File: config.mk
export PLATFORM = sky130hd
export DESIGN_NAME = bcd_serial_alu
export DESIGN_NICKNAME = d
export VERILOG_FILES = /design/src/rtl/bcd_pkg.sv /design/src/rtl/bcd_digit_addsub.sv /design/src/rtl/bcd_serial_alu.sv
export SDC_FILE = /design/constraint.sdc
export NUM_CORES = 1
export LEC_CHECK = 0
export CORE_AREA = 2 2 73 88
export DETAILED_ROUTE_END_ITERATION = 7
export DIE_AREA = 0 0 75 90
export MAX_ROUTING_LAYER = met4
export PLACE_DENSITY_LB_ADDON = 0.3
export SLEW_MARGIN = 20
export SYNTH_ARGS = -nofsm -noshare
export SYNTH_HDL_FRONTEND = slang
export SYNTH_SLANG_ARGS = --single-unit
File: constraint.sdc
create_clock -name clk -period 4.27 [get_ports clk]
set_clock_uncertainty 0.15 [all_clocks]
set_input_delay 0.854 -clock clk [delete_from_list [all_inputs] [get_ports clk]]
set_output_delay 0.854 -clock clk [all_outputs]
set_load 0.02 [all_outputs]
File: src/rtl/bcd_pkg.sv
// rtl/bcd_pkg.sv - shared constants and FSM state type for the digit-serial BCD ALU
package bcd_pkg;

    localparam int BCD_W = 4;
    localparam logic [3:0] BCD_MAX = 4'd9;

    typedef enum logic [1:0] {
        IDLE,
        RUN,
        DONE
    } bcd_state_t;

endpackage

File: src/rtl/bcd_digit_addsub.sv
// rtl/bcd_digit_addsub.sv - combinational one-digit BCD add/subtract cell
//
// Ports:
//   x, y  in   BCD digits
//   sub   in   0: x+y+cin, 1: x-y-cin
//   cin   in   incoming carry (add) or borrow (sub)
//   s     out  result digit, mod 10
//   cout  out  outgoing carry (add) or borrow (sub)
module bcd_digit_addsub
    import bcd_pkg::*;
(
    input  logic [BCD_W-1:0] x,
    input  logic [BCD_W-1:0] y,
    input  logic             sub,
    input  logic             cin,
    output logic [BCD_W-1:0] s,
    output logic             cout
);

    // One extra bit: the sum reaches at most 31 and the difference
    // lies in -16..15 even for illegal (>9) digits.
    logic [BCD_W:0] sum;
    logic [BCD_W:0] diff;

    always_comb begin
        sum  = {1'b0, x} + {1'b0, y} + {{BCD_W{1'b0}}, cin};
        diff = {1'b0, x} - {1'b0, y} - {{BCD_W{1'b0}}, cin};
        s    = '0;
        cout = 1'b0;
        if (!sub) begin
            if (sum > {1'b0, BCD_MAX}) begin
                cout = 1'b1;
                // low nibble of (sum - 10) equals low nibble minus 10 mod 16
                s    = sum[BCD_W-1:0] - 4'd10;
            end else begin
                s    = sum[BCD_W-1:0];
            end
        end else begin
            // sign bit of the two's-complement difference is the borrow
            cout = diff[BCD_W];
            s    = diff[BCD_W] ? (diff[BCD_W-1:0] + 4'd10) : diff[BCD_W-1:0];
        end
    end

endmodule

File: src/rtl/bcd_serial_alu.sv
// rtl/bcd_serial_alu.sv - digit-serial BCD add/subtract controller, one digit per clock
//
// Ports:
//   clk, nrst            clock, asynchronous active-low reset
//   in_valid/in_ready    operand handshake (a, b, sub)
//   out_valid/out_ready  result handshake (o, cout)
//   o                    packed-BCD result modulo 10^DIGITS
//   cout                 final carry (add) or borrow (sub)
module bcd_serial_alu
    import bcd_pkg::*;
#(
    parameter int DIGITS = 4
) (
    input  logic                    clk,
    input  logic                    nrst,
    input  logic                    in_valid,
    output logic                    in_ready,
    input  logic [BCD_W*DIGITS-1:0] a,
    input  logic [BCD_W*DIGITS-1:0] b,
    input  logic                    sub,
    output logic                    out_valid,
    input  logic                    out_ready,
    output logic [BCD_W*DIGITS-1:0] o,
    output logic                    cout
);

    localparam int W     = BCD_W * DIGITS;
    localparam int IDX_W = (DIGITS > 1) ? $clog2(DIGITS) : 1;
    localparam logic [IDX_W-1:0] LAST = IDX_W'(DIGITS - 1);

    bcd_state_t       state;
    bcd_state_t       next_state;
    logic [W-1:0]     a_q;
    logic [W-1:0]     b_q;
    logic             sub_q;
    logic [IDX_W-1:0] idx;
    logic             carry;
    logic [W-1:0]     res;

    logic             accept;
    logic             step;
    logic [BCD_W-1:0] x_d;
    logic [BCD_W-1:0] y_d;
    logic [BCD_W-1:0] s_d;
    logic             c_d;

    always_ff @(posedge clk or negedge nrst) begin
        if (!nrst) begin
            state <= IDLE;
        end else begin
            state <= next_state;
        end
    end

    always_comb begin
        next_state = state;
        in_ready   = 1'b0;
        out_valid  = 1'b0;
        accept     = 1'b0;
        step       = 1'b0;
        case (state)
            IDLE: begin
                in_ready = 1'b1;
                if (in_valid) begin
                    accept     = 1'b1;
                    next_state = RUN;
                end
            end
            RUN: begin
                step = 1'b1;
                if (idx == LAST) begin
                    next_state = DONE;
                end
            end
            DONE: begin
                out_valid = 1'b1;
                if (out_ready) begin
                    next_state = IDLE;
                end
            end
            default: next_state = IDLE;
        endcase
    end

    // Select the current digit pair from the latched operands.
    always_comb begin
        x_d = '0;
        y_d = '0;
        for (int i = 0; i < DIGITS; i++) begin
            if (int'(idx) == i) begin
                x_d = a_q[i*BCD_W +: BCD_W];
                y_d = b_q[i*BCD_W +: BCD_W];
            end
        end
    end

    bcd_digit_addsub u_cell (
        .x    (x_d),
        .y    (y_d),
        .sub  (sub_q),
        .cin  (carry),
        .s    (s_d),
        .cout (c_d)
    );

    always_ff @(posedge clk or negedge nrst) begin
        if (!nrst) begin
            a_q   <= '0;
            b_q   <= '0;
            sub_q <= 1'b0;
            idx   <= '0;
            carry <= 1'b0;
            res   <= '0;
        end else if (accept) begin
            a_q   <= a;
            b_q   <= b;
            sub_q <= sub;
            idx   <= '0;
            carry <= 1'b0;
            res   <= '0;
        end else if (step) begin
            carry <= c_d;
            idx   <= idx + IDX_W'(1);
            for (int i = 0; i < DIGITS; i++) begin
                if (int'(idx) == i) begin
                    res[i*BCD_W +: BCD_W] <= s_d;
                end
            end
        end
    end

    // The carry register holds the final carry/borrow once RUN ends.
    assign o    = res;
    assign cout = carry;

endmodule

==> results of run 1 <==
## state kept, by name (all words and copies together), names as in the netlist
name and count:
idx 2, a_q 16, state 2, o 16
b_q 16, cout 1, sub_q 1
## area by class of cell
cell class              count  area share, %
repair buffers             61          15.93
clock buffers               7          2.329
well taps                  82          2.767
flip-flops and latches     54          36.45
clock inverters             1         0.2362
inverters                  17          1.721
multi-input cells         259          40.57
## worst min-delay path: cells and delay by family (launching register included)
family,cells,cell delay (ns)
flip-flops,1,0.36
AND/OR/NAND/NOR,2,0.10
## cell families after synthesis
logic type	count (synthesis)	share of synthesized area, %
xor+xnor	7	2.058
simple gates	162	22.39
fa+ha+maj	17	8.148
buf+inv	35	4.536
flops	54	45.36
mux	12	4.620
compound gates	61	12.89
## layer usage
layer	vias to the layer above	routed length, um	part of all wire [%]
met2	61	3159	50
met3	8	209	3.3
li1	1230	-	-
met1	1171	2839	45
met4	0	106	1.7
met5	-	0	0
## layout by cell type, fill, tap and decap left out, types with 2 or more instances in the layout
master	instances
mux2_2	10
a22oi_1	5
a211oi_1	5
buf_4	6
fa_1	4
nand2_1	121
nand3b_1	5
o31ai_1	2
a21oi_1	24
nor2_1	18
xor2_1	3
and2_1	3
xnor2_1	4
o21ai_0	12
clkbuf_8	6
ha_1	12
dfrtp_1	54
nand3_1	5
a21o_1	3
clkdlybuf4s50_1	54
nor2b_1	2
nand2b_1	6
inv_1	17
## path summary, 6_finish.rpt
kind / to / slack [ns] / cells past startpoint
max in group asynchronous: sub_q / 3.01 / 2
hold / removal: a_q[0] / 0.33 / 2
setup reg to reg: o[3] / 0.24 / 17
min in group asynchronous: a_q[8] / 0.50 / 2
setup / recovery: o[3] / 0.24 / 17
hold reg to reg: a_q[0] / 0.33 / 2
## through the flow
step / worst slack, ns / TNS, ns
global placement: 0.3491 / 0
detailed placement: 0.2341 / 0
finish: 0.2372 / 0
global route: -0.01724 / -0.06956
CTS: 0.2144 / 0
floorplan: 0.4038 / 0
==> results.py, run 1 <==
metrics = {
    "setup_path": {
        "endpoint_kind": "flop",
        "critPathRequiredTime_ns": 4.32,
        "critPathLaunch": "idx[1]",
        "path_class": "flop to flop",
        "crit_chain": "inv_1 > ha_1 > nand3b_1 > a21oi_1 > a21oi_1 > nor2_1 > a21o_1 > inv_1 > fa_1 > fa_1 > xor2_1 > ha_1 > inv_1 > and2_1 > mux2_4 > a22o_1 > mux2_2",
        "critPathMaxStageDelay_ns": 0.41,
        "crit_family": "adder cells",
        "path_buf_inv": 3,
        "crit_path_max_fanout": 11,
        "start_kind": "flop",
        "slowest_stage": "fa_1",
        "critPathMostFrequentCell": "inv_1",
        "crit_arrival_ns": 4.08,
        "regToRegStartpoint": "idx[1]",
    },
    "clocking": {
        "insertion_delay_ns": 0.31,
        "cts_buffers": 5,
        "clock-sinks": 54,
        "postCtsHoldBufs": 0,
        "clkTransAtPathRegs_ns": 0.10,
        "cts_buffer_depth": 2,
        "tritoncts": "built",
        "h-tree-depth": 2,
        "cts_setup_buffers": 0,
        "cts.repair.resized": 0,
        "clockRootBuffer": "clkbuf_8",
    },
    "timing": {
        "tightestPinTransition_ns": 0.6674,
        "hold_ws_ns": 0.3349,
        "slew_viol_final": 0,
        "finalCritPeriodShare_pct": 94.45,
        "max_freq_mhz": 248.0,
        "rsz0062_at_grt": "yes",
        "setup_viol": 0,
        "slew_headroom_pct": 55.51,
        "hold_viol": 0,
        "min_period_ns": 4.033,
    },
    "worst_hold_path": {
        "hold_start": "a_q[0]",
        "hp-class": "flop to flop",
    },
    "grt": {
        "grt_overflow_total": 0,
        "top_usage_layer": "met2",
        "use_met1_pct": 29.31,
        "grt.total_usage_pct": 21.54,
        "grt_pass1_wl_mm": 11.10,
        "antenna_found_initial": 0,
        "gr-usage-met2_pct": 33.33,
        "met3_usage_pct": 3.139,
        "grt_max_degree": 55,
        "grt_pass1_vias": 2392,
    },
    "synthesis": {
        "syn_nets": 402,
        "ys_top_cells_by_area": "dfrtp_1 (45%), nand2_1 (15%), ha_1 (5.5%)",
        "ys_ff_latch": 54,
        "yosysSeqAreaShare_pct": 45.36,
        "synth.distinct_cells": 34,
        "syn_area_per_cell_um2": 8.561,
        "syn_area_mm2": 0.002979,
        "synthDominantCellAreaShare_pct": 45.36,
        "yosys_most_used_dff": "dfrtp_1",
        "synth_area_leader_cell": "dfrtp_1",
        "synthTopCellsByCount": "nand2_1 (121), dfrtp_1 (54), a21oi_1 (25)",
        "synthCells": 348,
        "async_flop_share_pct": 100.0,
        "synth.most_common_cell": "nand2_1",
        "synth-edff-count": 0,
        "yosys_warnings": 0,
    },
    "layout": {
        "final_area_mm2": 0.003707,
        "regArea_mm2": 0.001351,
        "multiInputGateArea_mm2": 0.001504,
        "fillers": 506,
        "fin_nets": 452,
        "drive_above_1_share_pct": 7.769,
        "area_delta_synth_final_pct": 24.44,
        "fin_cells": 481,
        "post-route-util_pct": 62.47,
        "n_antenna_cell": 0,
    },
    "placement": {
        "placed_cell_area_mm2": 0.003601,
        "io_buffer_count": 55,
        "gp_congestion": 0.8029,
        "placed_cells": 473,
        "hpwl_mm": 4.806,
    },
    "detailed_routing": {
        "route.detailed.wl_per_inst_um": 13.13,
        "drt_iter0_drc": 95,
        "vias_per_cell": 5.135,
        "postRouteAntennaNets": 0,
        "drt_wl_total_mm": 6.316,
        "firstDrtPassIters": 4,
        "vias": 2470,
        "drc": 0,
    },
    "status": {
        "status": "finished clean",
    },
    "job": {
        "drv_cap": 0,
    },
    "floorplanning": {
        "die_y_um": 90,
        "initial_core_util_pct": 50.20,
        "core_mm2": 0.005934,
        "rows": 31,
        "io_pins": 56,
        "dieWidth_um": 75,
        "dieArea_mm2": 0.006750,
    },
}
Power of run 1 is left out: the tool's default activity adds up to more than one toggle a clock period on the data nets, which glitch-free logic cannot reach.
==> run 2: changes to the inputs <==
--- a/config.mk
+++ b/config.mk
@@ -14,3 +14,4 @@
 export SYNTH_ARGS = -nofsm -noshare
 export SYNTH_HDL_FRONTEND = slang
 export SYNTH_SLANG_ARGS = --single-unit
+export TNS_END_PERCENT = 30
==> results of run 2 <==
Final layout, timing and power as in run 1 (identical DEF).
Power of run 2 is left out for the same reason.
==> run 3: changes to the inputs <==
--- a/config.mk
+++ b/config.mk
@@ -10,7 +10,7 @@
 export DIE_AREA = 0 0 75 90
 export MAX_ROUTING_LAYER = met4
 export PLACE_DENSITY_LB_ADDON = 0.3
-export SLEW_MARGIN = 20
+export SLEW_MARGIN = 10
 export SYNTH_ARGS = -nofsm -noshare
 export SYNTH_HDL_FRONTEND = slang
 export SYNTH_SLANG_ARGS = --single-unit
==> results of run 3 <==
Final layout, timing and power as in run 1 (identical DEF).
Power of run 3 is left out for the same reason.
